[config.mk]
export PLATFORM = sky130hd
export DESIGN_NAME = fetch_ctrl
export DESIGN_NICKNAME = d
export VERILOG_FILES = /design/src/rtl/fetch_pkg.sv /design/src/rtl/fetch_tmo_cnt.sv /design/src/rtl/fetch_ctrl.sv
export SDC_FILE = /design/constraint.sdc
export NUM_CORES = 1
export LEC_CHECK = 0
export CAP_MARGIN = 15
export CORE_ASPECT_RATIO = 1.1
export CORE_MARGIN = 4
export CORE_UTILIZATION = 34
export CTS_CLUSTER_SIZE = 20
export DETAILED_ROUTE_END_ITERATION = 12
export PLACE_DENSITY = 0.82
export SLEW_MARGIN = 20
export SYNTH_ARGS = -nofsm -noshare
export SYNTH_HDL_FRONTEND = slang
export SYNTH_SLANG_ARGS = --single-unit
[constraint.sdc]
create_clock -name i_clk -period 1.97 [get_ports i_clk]
set_input_delay 0.591 -clock i_clk [delete_from_list [all_inputs] [get_ports i_clk]]
set_output_delay 0.591 -clock i_clk [all_outputs]
set_load 0.02 [all_outputs]
[src/rtl/fetch_pkg.sv]
// Shared types and constants for the instruction-fetch sequencer.
package fetch_pkg;

    typedef enum logic [1:0] {
        BOOT  = 2'd0,
        FETCH = 2'd1,
        DRAIN = 2'd2,
        ERR   = 2'd3
    } fetch_state_e;

    localparam logic        PC_SEL_SEQ = 1'b0;
    localparam logic        PC_SEL_ALU = 1'b1;
    localparam logic [31:0] INSN_NOP   = 32'h0000_0013;

endpackage

[src/rtl/fetch_tmo_cnt.sv]
// 8-bit imem response timeout counter; expired pulses on the cycle that would
// take the count past TIMEOUT_CYC-1.
module fetch_tmo_cnt #(
    parameter int unsigned TIMEOUT_CYC = 64
) (
    input  logic clk,
    input  logic rst_n,
    input  logic inc,
    input  logic clr,
    output logic expired
);

    localparam logic [7:0] LAST = 8'(TIMEOUT_CYC - 1);

    logic [7:0] cnt;

    always_ff @(posedge clk or negedge rst_n) begin
        if (!rst_n) begin
            cnt <= '0;
        end else if (clr) begin
            cnt <= '0;
        end else if (inc) begin
            cnt <= cnt + 8'd1;
        end
    end

    // clear wins so a late response or redirect never trips the error
    assign expired = inc & !clr & (cnt == LAST);

endmodule

[src/rtl/fetch_ctrl.sv]
// Fetch sequencer: steers PC advance/redirect, tracks one imem access and holds
// the fetched word for decode. Optional perf counters under FETCH_PERF_EN.
//
// state | meaning
// BOOT  | first cycle after reset, PC holds reset vector
// FETCH | issuing/awaiting imem while the output slot is free
// DRAIN | one stale response outstanding after a redirect, discard it
// ERR   | imem timeout, absorbing until reset
module fetch_ctrl
    import fetch_pkg::*;
#(
    parameter int unsigned TIMEOUT_CYC = 64
) (
    input  logic        i_clk,
    input  logic        i_rst_n,
    input  logic        i_redirect,
    input  logic [31:0] i_redirect_pc,
    input  logic        i_imem_rvalid,
    input  logic [31:0] i_insn,
    input  logic        i_insn_ready,
    output logic        o_imem_req,
    output logic        o_pc_en,
    output logic        o_pc_sel,
    output logic [31:0] o_alu_data,
    output logic [31:0] o_insn,
    output logic        o_insn_valid,
    output logic        o_err,
    output logic [31:0] o_perf_fetch,
    output logic [31:0] o_perf_stall
);

    fetch_state_e state, state_next;
    logic [31:0]  insn_q;
    logic         valid_q;
    logic         slot_free;
    logic         redir;
    logic         take;
    logic         tmo_inc;
    logic         tmo_clr;
    logic         tmo_expired;
    logic         unused_pc_lsb;

    assign unused_pc_lsb = ^i_redirect_pc[1:0];

    assign slot_free = !valid_q | i_insn_ready;
    assign redir     = i_redirect & (state != ERR);
    assign tmo_inc   = (((state == FETCH) & slot_free) | (state == DRAIN)) & !i_imem_rvalid;
    assign tmo_clr   = (state != ERR) & (i_imem_rvalid | i_redirect);

    fetch_tmo_cnt #(
        .TIMEOUT_CYC(TIMEOUT_CYC)
    ) u_tmo (
        .clk    (i_clk),
        .rst_n  (i_rst_n),
        .inc    (tmo_inc),
        .clr    (tmo_clr),
        .expired(tmo_expired)
    );

    always_comb begin
        state_next = state;
        o_imem_req = 1'b0;
        o_pc_en    = 1'b0;
        o_pc_sel   = PC_SEL_SEQ;
        o_alu_data = '0;
        take       = 1'b0;
        case (state)
            BOOT: state_next = FETCH;
            FETCH: begin
                o_imem_req = slot_free;
                if (redir) begin
                    if (slot_free && !i_imem_rvalid) state_next = DRAIN;
                end else if (slot_free && i_imem_rvalid) begin
                    take    = 1'b1;
                    o_pc_en = 1'b1;
                end
            end
            DRAIN: begin
                o_imem_req = 1'b1;
                if (!redir && i_imem_rvalid) state_next = FETCH;
            end
            ERR: ;
        endcase
        if (redir) begin
            o_pc_en    = 1'b1;
            o_pc_sel   = PC_SEL_ALU;
            o_alu_data = {i_redirect_pc[31:2], 2'b00};
        end
        if (tmo_expired) state_next = ERR;
    end

    always_ff @(posedge i_clk or negedge i_rst_n) begin
        if (!i_rst_n) begin
            state   <= BOOT;
            insn_q  <= '0;
            valid_q <= 1'b0;
        end else begin
            state <= state_next;
            if (redir) begin
                valid_q <= 1'b0;
            end else if (take) begin
                valid_q <= 1'b1;
                insn_q  <= i_insn;
            end else if (valid_q && i_insn_ready) begin
                valid_q <= 1'b0;
            end
        end
    end

    assign o_insn       = insn_q;
    assign o_insn_valid = valid_q;
    assign o_err        = (state == ERR);

`ifdef FETCH_PERF_EN
    logic [31:0] perf_fetch;
    logic [31:0] perf_stall;

    always_ff @(posedge i_clk or negedge i_rst_n) begin
        if (!i_rst_n) begin
            perf_fetch <= '0;
            perf_stall <= '0;
        end else if (state != ERR) begin
            if (valid_q && i_insn_ready)  perf_fetch <= perf_fetch + 32'd1;
            if (valid_q && !i_insn_ready) perf_stall <= perf_stall + 32'd1;
        end
    end

    assign o_perf_fetch = perf_fetch;
    assign o_perf_stall = perf_stall;
`else
    assign o_perf_fetch = '0;
    assign o_perf_stall = '0;
`endif

endmodule
[Word-level counts from Yosys, hierarchy flattened]
Cells that the tools add are included.
Word-level totals
  flip-flop bits (word level): 43
  bits of input ports: 69
  output and inout bits: 133
  word-level logic and storage cells: 55
Operators by class
  add/sub/neg operators: 1
  equality and inequality tests: 8
  multiplexer cells: 18
  bitwise gates (word level): 10
  reduce and logical (&&, ||, !) cells: 14
Operator list (number)
  $mux W32: 1
  $mux W8: 2
  $mux W1: 9
  $add A8 B1 Y8 const B: 1
  $eq A8 B6 Y1 const B: 1
  $mux W2: 4
  $and A1 B1 Y1: 6
  $ne A3 B2 Y1 const B: 2
  $pmux W2 S3: 1
  $eq A2 B2 Y1 const B: 2
  $logic_and A1 B1 Y1: 4
  $logic_not A1 Y1: 4
  $reduce_and A4 Y1: 1
  $reduce_bool A4 Y1: 1
  $ne A3 B3 Y1 const B: 1
  $or A1 B1 Y1: 3
  $reduce_bool A3 Y1: 1
  $eq A2 B1 Y1 const B: 1
  $logic_not A2 Y1: 1
  $ne A2 B2 Y1 const B: 1
  $pmux W1 S2: 1
  $reduce_and A2 Y1: 1
  $reduce_bool A2 Y1: 1
  $not A1 Y1: 1

[Logic depth before layout (Yosys ltp)]
  depth in word-level cells: 9
  gate-level depth with buffers: 7
  depth with buffers taken out: 6

[Cells and area by module]
From an unflattened synthesis, not the netlist that was laid out.
Unflattened totals
  cell total of the unflattened synthesis: 238
  area, all modules: 2733.9 sq um
Modules (own cells, without submodules)
  fetch_ctrl: instances 1, cells each 199, area an instance 2322.2 sq um, seq. area each 875.8 sq um
  fetch_tmo_cnt: instances 1, cells each 39, area an instance 411.6 sq um, seq. area each 200.2 sq um

[Least setup slack after synthesis]
Ideal clock, no wire load.
  path kind: reg2out
  from: reg state[0]
  to: out o_alu_data[22]
  arrival time: 1639 ps
  required time: 1379 ps
  path slack: -260 ps
  cell stages (with the launch flop): 6
  path buffers: 1
  path through: dfrtp_1 -> ha_1 -> nand2b_1 -> inv_2 -> clkbuf_1 -> and2_1
Between the ends
  cells in the longest elaborated chain, start to end: 3
Ends and longest elaborated chain
  start, declared: RTL line fetch_ctrl.sv:32  | fetch_state_e state, state_next;
  start signal, assigned: RTL line fetch_ctrl.sv:98  | state <= state_next;
  $ne A2 B2 Y1: RTL line fetch_ctrl.sv:46  | assign redir = i_redirect & (state != ERR);
  $and A1 B1 Y1: RTL line fetch_ctrl.sv:46
  $mux W32: RTL line fetch_ctrl.sv:84  | if (redir) begin
  end, declared: RTL line fetch_ctrl.sv:24  | output logic [31:0] o_alu_data,
No other way between the ends.

[Worst setup path in the final report]
  from: reg state[0]
  to: out o_alu_data[29]
Same word-level chain as after synthesis.

==> flow_metrics.py <==
metrics = {
    "outcome": {
        "outcome": "finished, violations left",
        "failed_checks": "negative setup slack",
    },
    "drt": {
        "wl_per_cell_um": 15.4,
        "dr.pass1.iters": 4,
        "ant_nets": 0,
        "drc_errors": 0,
        "routed_wl_um": 7660,
        "vias": 2207,
        "drt_iter0_drc": 28,
        "avgViaCountPerCell": 4.45,
    },
    "synth": {
        "postSynthCellCount": 246,
        "synth-edff-count": 0,
        "synth_area_um2": 2560,
        "synth_top_cell_by_area": "dfrtp_1",
        "ys_top_cells_by_count": "69 x buf_4, 43 x dfrtp_1, 31 x and2_1, 31 x mux2_2",
        "ys.flop_type": "dfrtp_1",
        "yosysSeqAreaShare": 0.420,
        "synthArstFlopShare": 1.00,
        "yosys-top-cells-area": "dfrtp_1 42%, buf_4 20%, mux2_2 14%",
        "avgSynthCellArea_um2": 10.4,
        "yosysWarnings": 0,
        "yosysUniqueCellTypes": 34,
        "yosysTopAreaCellShare": 0.420,
        "ys_seq_elements": 43,
        "yosysMostFrequentCell": "buf_4",
    },
    "clock_network": {
        "numCtsBuffers": 5,
        "root_buffer": "clkbuf_8",
        "clk_latency_ns": 0.29,
        "tritoncts": "done",
        "clk_pin_slew_worst_paths_ns": 0.08,
        "htreeDepth": 2,
        "clkSinkCount": 43,
        "clockBufferDepth": 2,
    },
    "placement": {
        "hpwl_um": 5250,
        "gp_congestion": 0.742,
        "port_buffers": 133,
        "dpl_cell_area_um2": 3890,
    },
    "setup_path": {
        "required_ns": 1.38,
        "critPathLaunchType": "register",
        "cp_max_fo": 4,
        "critical_path_arrival_ns": 1.58,
        "worstSetupPathType": "register to output port",
        "critPathCaptureType": "output port",
    },
    "timing": {
        "hold_viol_final": 0,
        "fmax_mhz": 461,
        "setup_viol": 65,
        "fin_ws_ns": -0.200,
        "min_period_ns": 2.17,
        "rsz0062_at_grt": "yes",
        "fin_skew_ns": 0.00667,
        "period_share": 1.10,
        "slew_violations": 0,
    },
    "final_layout": {
        "final_util": 0.635,
        "antenna_cells": 0,
        "fin_nets": 484,
        "multiInputGateArea_um2": 1490,
        "syn_to_final_growth_pct": 77.4,
        "finalInstanceArea_um2": 4550,
        "nFillCells": 546,
        "drive_above_1_share": 0.384,
        "seq_area_um2": 1080,
    },
    "global_routing": {
        "grt_use_total": 0.147,
        "antenna_found_initial": 0,
        "grt_start_max_net_pins": 28,
        "grt_pass1_wl_um": 10800,
        "grt_pass1_vias": 2303,
        "grt_overflow": 0,
    },
    "die": {
        "die_w_um": 90.8,
        "start_util": 0.358,
        "ios": 202,
        "die_h_um": 99.1,
        "fp-row-count": 32,
        "dieArea_um2": 9000,
        "core_um2": 7170,
    },
    "worst_hold_path": {
        "min_path_type": "input port to asynchronous set/reset pin",
    },
    "power": {
        "p_leak_uw": 0.00214,
        "ir_worst_vdd_v": 0.000204,
        "power_density_nw_per_um2": 372,
    },
    "job": {
        "max_cap_violations": 0,
    },
}
[layout make-up]
cell class                      instances  area share
Clock inverter                          3     0.00330
Tap cell                               85      0.0234
Clock buffer                            5      0.0151
Multi-Input combinational cell        190       0.328
Timing Repair Buffer                  165       0.387
Sequential cell                        43       0.237
Inverter                                5     0.00688
[power breakdown]
group | internal (µW) | switching, µW
logic | 119 | 159
registers | 882 | 0
clock network | 243 | 290
[metrics by stage]
step,power [µW],std cells,TNS (ns),hold slack [ns],setup slack [ns]
2_1_floorplan,1110,311,0,0.295,0.0373
3_3_place_gp,1160,471,-34.08,0.471,-0.763
3_5_place_dp,1170,471,-35.32,0.482,-0.792
4_1_cts,1720,490,-6.59,0.237,-0.206
5_1_grt,1780,496,-12.97,0.259,-0.264
6_report,1690,496,-8.30,0.237,-0.200
[metal layers]
metal | track usage | vias to the layer above | wire, µm
li1 | - | 1011 | -
met1 | 0.138 | 1035 | 2690
met2 | 0.271 | 151 | 3920
met3 | 0.0725 | 10 | 920
met4 | 0.0568 | 0 | 136
met5 | 0 | - | 0
[placed cells by master (no fill, tap or decap), types with 3 or more instances in the layout]
cell type        count
clkinv_2             3
clkbuf_16            3
buf_6               36
nand4_1              3
and2_4              30
buf_12               3
dfrtp_1             43
conb_1              66
or3_1                4
clkbuf_8             5
buf_8                3
mux2_4              32
clkdlybuf4s50_1     95
nor2_1               5
buf_4               17
nand2_1              8
o21ai_0              6
a21oi_1              5
ha_4                 4
dlygate4sd2_1        3
a21oi_2              4
[worst max-delay path, stage by stage, from the launching register on]
cell and delay [ns]:
dfrtp_1 0.41, ha_4 0.18, nand2b_4 0.15, clkinv_4 0.05, buf_8 0.12, clkbuf_16 0.14, and2_4 0.13, buf_6 0.11
[registers in the layout (all words and copies together) (netlist names)]
register and flops:
state 2, u_tmo.cnt 8, o_insn 32, o_insn_valid 1
[final timing paths]
kind	cells after the start	startpoint	endpoint	slack, ns
setup / recovery	7	state[0]	o_alu_data[29]	-0.20
hold / removal	1	i_rst_n	u_tmo.cnt[4]	0.24
setup reg to reg	9	state[0]	o_insn[13]	-0.11
hold reg to reg	1	o_insn[27]	o_insn[27]	0.51
max in group asynchronous	2	i_rst_n	o_insn[26]	1.24
min in group i_clk	1	o_insn[27]	o_insn[27]	0.51
[cells by family after synthesis]
family	count (synthesis)	synth area share
AO/OA/AOI/OAI	21	0.0473
AND/OR/NAND/NOR	65	0.147
adder cells (fa/ha/maj)	5	0.0244
other	1	0.00146
buffers and inverters	78	0.216
flip-flops	43	0.420
multiplexers	32	0.141
XOR/XNOR	1	0.00342
[timing repair]
item / in CTS / in global routing
setup endpoints to repair: 47 / 70
buffers inserted: 8 / 3
resized for setup: 258 / 50
cloned: 4 / 4
pin swaps: 24 / 19
hold buffers: 0 / 0
(Power assumes the default switching activity.)
